==> src/rtl/tdc_meas_ctrl_if.sv <==
// Timestamp handshake and external priority-encoder bus for tdc_meas_ctrl.
// master = controller side, slave = readout/encoder side.
interface tdc_meas_ctrl_if #(parameter int CW = 8);
    logic [CW+3:0] ts;
    logic          ts_valid;
    logic          ts_ready;
    logic          enc_en;
    logic [15:0]   enc_ip;
    logic [3:0]    enc_op;

    modport master (output ts, ts_valid, enc_en, enc_ip, input ts_ready, enc_op);
    modport slave  (input ts, ts_valid, enc_en, enc_ip, output ts_ready, enc_op);
endinterface

==> src/rtl/tdc_meas_ctrl.sv <==
// Measurement sequencer for the 16-tap delay-line TDC: arm, coarse count, capture, encode, handshake out.
// Optional thermometer bubble checking (bubble_err port) is enabled by defining TDC_BUBBLE_CHK_EN.
module tdc_meas_ctrl #(
    parameter int CW      = 8,
    parameter int TIMEOUT = 255
) (
    input  logic           clk,
    input  logic           rst_n,
    input  logic           start,
    input  logic           stop_hit,
    input  logic [15:0]    therm,
    output logic           dl_arm,
    output logic           timeout,
    output logic           busy,
`ifdef TDC_BUBBLE_CHK_EN
    output logic           bubble_err,
`endif
    tdc_meas_ctrl_if.master bus
);

    typedef enum logic [2:0] {IDLE, ARMED, CAPTURE, ENCODE, OUTPUT} state_t;

    localparam logic [CW-1:0] TO  = CW'(TIMEOUT);
    localparam logic [CW-1:0] ONE = CW'(1);

    state_t        state;
    logic [CW-1:0] coarse;
    logic [3:0]    fine;

    // An all-zero capture has no encoder match; force a defined fine code.
    assign fine = (bus.enc_ip == 16'd0) ? 4'd0 : bus.enc_op;

`ifdef TDC_BUBBLE_CHK_EN
    // Valid thermometer 0..01..1 has no bit set above a carry from +1.
    logic bubble;
    assign bubble = |(bus.enc_ip & (bus.enc_ip + 16'd1));
`endif

    always_ff @(posedge clk) begin
        if (!rst_n) begin
            state        <= IDLE;
            coarse       <= '0;
            dl_arm       <= 1'b0;
            timeout      <= 1'b0;
            busy         <= 1'b0;
            bus.enc_en   <= 1'b0;
            bus.enc_ip   <= 16'd0;
            bus.ts       <= '0;
            bus.ts_valid <= 1'b0;
`ifdef TDC_BUBBLE_CHK_EN
            bubble_err   <= 1'b0;
`endif
        end else begin
            timeout <= 1'b0;
            case (state)
                IDLE: begin
                    if (start) begin
                        state  <= ARMED;
                        coarse <= '0;
                        dl_arm <= 1'b1;
                        busy   <= 1'b1;
                    end
                end
                ARMED: begin
                    // Stop beats timeout when both land in the same cycle.
                    if (stop_hit) begin
                        state  <= CAPTURE;
                        dl_arm <= 1'b0;
                    end else if (coarse == TO) begin
                        state   <= IDLE;
                        dl_arm  <= 1'b0;
                        busy    <= 1'b0;
                        timeout <= 1'b1;
                    end else begin
                        coarse <= coarse + ONE;
                    end
                end
                CAPTURE: begin
                    bus.enc_ip <= therm;
                    bus.enc_en <= 1'b1;
                    state      <= ENCODE;
                end
                ENCODE: begin
                    bus.enc_en   <= 1'b0;
                    bus.ts       <= {coarse, fine};
                    bus.ts_valid <= 1'b1;
`ifdef TDC_BUBBLE_CHK_EN
                    bubble_err   <= bubble;
`endif
                    state        <= OUTPUT;
                end
                OUTPUT: begin
                    if (bus.ts_ready) begin
                        bus.ts_valid <= 1'b0;
                        busy         <= 1'b0;
`ifdef TDC_BUBBLE_CHK_EN
                        bubble_err   <= 1'b0;
`endif
                        state        <= IDLE;
                    end
                end
                default: begin
                    state  <= IDLE;
                    dl_arm <= 1'b0;
                    busy   <= 1'b0;
                end
            endcase
        end
    end

endmodule

==> src/flat_wrapper.sv <==
// flat-port wrapper written by rule: the top's interface ports become plain ports
module tdc_meas_ctrl_flat 
#(
    parameter int CW      = 8,
    parameter int TIMEOUT = 255
)
  (clk, rst_n, start, stop_hit, therm, dl_arm, timeout, busy, bus_ts, bus_ts_valid, bus_enc_en, bus_enc_ip, bus_ts_ready, bus_enc_op);
  tdc_meas_ctrl_if #(.CW(CW)) bus_i ();
  input  logic clk;
  input  logic rst_n;
  input  logic start;
  input  logic stop_hit;
  input  logic [15:0] therm;
  output logic dl_arm;
  output logic timeout;
  output logic busy;
  output wire logic [$bits(bus_i.ts)-1:0] bus_ts;
  output wire logic [$bits(bus_i.ts_valid)-1:0] bus_ts_valid;
  output wire logic [$bits(bus_i.enc_en)-1:0] bus_enc_en;
  output wire logic [$bits(bus_i.enc_ip)-1:0] bus_enc_ip;
  input wire logic [$bits(bus_i.ts_ready)-1:0] bus_ts_ready;
  input wire logic [$bits(bus_i.enc_op)-1:0] bus_enc_op;
  assign bus_ts = bus_i.ts;
  assign bus_ts_valid = bus_i.ts_valid;
  assign bus_enc_en = bus_i.enc_en;
  assign bus_enc_ip = bus_i.enc_ip;
  assign bus_i.ts_ready = bus_ts_ready;
  assign bus_i.enc_op = bus_enc_op;
  tdc_meas_ctrl #(.CW(CW), .TIMEOUT(TIMEOUT)) u_core (.clk(clk), .rst_n(rst_n), .start(start), .stop_hit(stop_hit), .therm(therm), .dl_arm(dl_arm), .timeout(timeout), .busy(busy), .bus(bus_i));
endmodule
==> config.mk <==
export PLATFORM = sky130hd
export DESIGN_NAME = tdc_meas_ctrl_flat
export DESIGN_NICKNAME = d
export VERILOG_FILES = /design/src/rtl/tdc_meas_ctrl_if.sv /design/src/rtl/tdc_meas_ctrl.sv /design/src/flat_wrapper.sv
export SDC_FILE = /design/constraint.sdc
export NUM_CORES = 1
export LEC_CHECK = 0
export ABC_AREA = 1
export BUFFER_PORTS_ARGS = -buffer_cell sky130_fd_sc_hd__buf_4
export CAP_MARGIN = 20
export CORE_MARGIN = 2
export CORE_UTILIZATION = 40
export DETAILED_ROUTE_END_ITERATION = 10
export PLACE_DENSITY = 0.74
export SLEW_MARGIN = 20
export SYNTH_ARGS = -nofsm -noshare
export SYNTH_HDL_FRONTEND = slang
export SYNTH_SLANG_ARGS = --single-unit
==> constraint.sdc <==
create_clock -name clk -period 3.1 [get_ports clk]
set_clock_uncertainty 0.1 [all_clocks]
set_input_delay 0.31 -clock clk [delete_from_list [all_inputs] [get_ports clk]]
set_output_delay 0.31 -clock clk [all_outputs]
set_load 0.03 [all_outputs]
==> run_results.csv <==
group,metric,value,unit
outcome,status,"finished clean",
job,cap_viol_max_count,0,
finish,final_cell_mix,"buf_4 (57), dfxtp_1 (44), nand2_1 (40), a21oi_1 (35), nor2_1 (34)",
global_routing,grt_pass1_vias,1598,
sta,fin_crit_sh,62.4,%
floorplanning,die_area,5250,um2
detailed_routing,drc,0,
sta,max_freq,517,MHz
power,p_clk_share,24.7,%
critical_path,critical_path.cell_chain,"nor2_2 -> nand2_1 -> nand2_1 -> nor2_1 -> nand2_1 -> nor2_1 -> nor2_1 -> nor2_1",
floorplanning,core_area,4440,um2
global_routing,use_met1,21.6,%
logic_synthesis,ys_seq_elements,44,
critical_path,crit_top_cell,"nor2_1",
min_path,min_to,"u_core.timeout",
cts,cts.sinks,44,
finish,final_common_cell,"buf_4",
detailed_routing,wl,4.21,mm
finish,drive_gt1_share,25.1,%
placement,portBuffers,57,
sta,relSlewSlack,42.2,%
floorplanning,rows,24,
logic_synthesis,async_flop_share,0,%
logic_synthesis,yosysWarnings,0,
detailed_routing,viasPerCell,4.88,
logic_synthesis,syn_area,1880,um2
critical_path,r2r_end,"u_core.busy",
floorplanning,start_util,42.2,%
critical_path,start_kind,"flop",
cts,postCtsSetupRepairBufs,0,
min_path,min_from,"stop_hit",
critical_path,crit_arrival,2060,ps
cts,htree_num_levels,2,
placement,place_congestion,0.871,
sta,worst_pin_slew,865,ps
critical_path,crit_slowest_cell,"nand2_1",
cts,cts_made_buffers,5,
global_routing,grt.met3_usage,3.61,%
power,power.leakage,1.07,nW
sta,grt_setup_unrepaired,"no",
placement,dp_hpwl,3.10,mm
detailed_routing,drtPass1Iterations,4,
floorplanning,die_h,72.5,um
cts,postCtsHoldBufs,0,
power,switching_share,33.3,%
global_routing,grt.overflow.total,0,
critical_path,cp_max_fo,33,
logic_synthesis,synthCells,256,
critical_path,worst_r2r_path_depth,8,
sta,tns,0,ps
sta,setup_violations,0,
logic_synthesis,ys_types,26,
critical_path,crit_cells,8,
critical_path,crit_type,"reg -> reg",
critical_path,cp.required,3230,ps
finish,antennaDiodeCount,0,
detailed_routing,vias,1771,
min_path,hold_class,"in -> reg",
finish,nNetsFinal,337,
finish,area_growth_syn_to_layout,28.0,%
global_routing,busiest_layer,"met2",
logic_synthesis,syn_nets,282,
cts,clock_path_buffers,2,
global_routing,grt_usage,17.0,%
global_routing,use_met2,29.1,%
global_routing,grt_max_degree,34,
cts,ctsResizeCount,0,
critical_path,cp-end-kind,"flop",
critical_path,crit_buf_inv,0,
detailed_routing,drt.antenna.violating_nets,0,
detailed_routing,drtIter0Drc,99,
power,pwr-share-comb,27.5,%
finish,stdcell_area,2400,um2
power,power_density,561,nW/um2
sta,fin_crit,1940,ps
sta,slew_viol_final,0,
placement,placed_cell_area,2320,um2
critical_path,timing.rr.start,"u_core.state[0]",
sta,hold_violations,0,
cts,clk_pin_slew,70,ps
critical_path,rrSetupSlack,1160,ps
floorplanning,ios,58,
cts,root_buffer,"clkbuf_8",
logic_synthesis,ys.flop_type,"dfxtp_1",
floorplanning,fp.dieW,72.5,um
critical_path,path_delay_family,"simple AND/OR/NAND/NOR gates",
cts,clkLatencyLatePin,290,ps
power,ir_worst_vdd,0.269,mV
critical_path,critPathMaxStageDelay,650,ps
power,intPower,0.898,mW
min_path,min_delay_path_depth,2,
detailed_routing,wire_per_inst,11.6,um
global_routing,grt_first_pass_wirelength,7.05,mm
power,seqPwrFrac,47.8,%
power,p_sw,0.448,mW
logic_synthesis,synth_edf_count,0,
logic_synthesis,ys_seq_area_share,47.0,%
cts,cts_tree,"done",
logic_synthesis,synth.avg_cell_area,7.33,um2
global_routing,antenna_found_initial,0,
[worst max path at each step]
stage | end | startpoint
floorplan | u_core.coarse[6] | u_core.coarse[0]
global placement | u_core.busy | u_core.state[0]
detailed placement | u_core.busy | u_core.state[0]
CTS | u_core.busy | u_core.state[0]
global route | u_core.busy | u_core.state[0]
finish | u_core.busy | u_core.state[0]
[Yosys cell counts, types with 2 or more instances]
cell type,instances,area share (%)
clkbuf_1,6,1.2
o21ai_0,30,8.0
nand2_2,5,1.7
nand3_1,11,2.9
nand2_4,2,1.2
a21oi_1,35,9.3
inv_2,2,0.40
nand4_1,5,1.7
nor2_2,2,0.67
nor2_1,34,6.8
inv_1,27,5.4
dfxtp_1,44,47
nand2_1,40,8.0
[worst register-to-register path: cells and delay by family (launching register included)]
| kind | cells | cell delay, ps |
|---|---|---|
| DFF | 1 | 410 |
| and+or+nand+nor | 8 | 1370 |
[kinds of logic (layout without fill, tap and decap cells)]
kind of cell               after synthesis  in the layout  synth area share [%]
AOI/OAI and AO/OA                       68             68                  18.5
adders and majority gates                1              1                 0.667
buffers and inverters                   39             94                  8.61
and+or+nand+nor                        104            104                  25.2
DFF                                     44             44                  47.0
[power by group through the flow]
| stage | Combinational [mW] | Sequential, mW | Clock (mW) |
|---|---|---|---|
| after CTS | 0.373 | 0.643 | 0.347 |
| after floorplan | 0.193 | 0.716 | 0 |
| final | 0.370 | 0.643 | 0.333 |
| after global routing | 0.415 | 0.649 | 0.362 |
| after detailed placement | 0.372 | 0.656 | 0 |
| after global placement | 0.368 | 0.656 | 0 |
[final cells by class]
cell class / count / area [um2]
flip-flops and latches: 44 / 881
clock inverters: 1 / 5.00
multi-input cells: 173 / 833
well taps: 52 / 65.1
clock buffers: 6 / 72.6
fillers: 419 / 2040
inverters: 30 / 115
repair buffers: 57 / 428
[metal layers]
layer	share of wire, %	vias up	wire length, um
met5	0	-	0
met1	47	780	1980
met4	1.1	0	48
met3	5.5	4	231
met2	46	46	1960
li1	-	941	-
[state kept, by name (all words and copies together) (netlist names)]
| name | count |
|---|---|
| u_core.coarse | 8 |
| u_core.bus.enc_ip | 16 |
| u_core.bus.ts_valid | 1 |
| u_core.timeout | 1 |
| u_core.bus.ts | 12 |
| u_core.busy | 1 |
| u_core.bus.enc_en | 1 |
| u_core.state | 3 |
| u_core.dl_arm | 1 |
[per-stage QoR]
stage	instances	util [%]	hold slack, ps	power [mW]	setup slack, ps
floorplan	256	-	287	0.909	1650
global placement	356	52.3	356	1.02	1230
detailed placement	356	52.3	357	1.03	1200
CTS	363	54.0	116	1.36	1170
global route	363	54.0	123	1.43	972
finish	363	54.0	119	1.35	1160
Power figures use the tool's default switching activity.
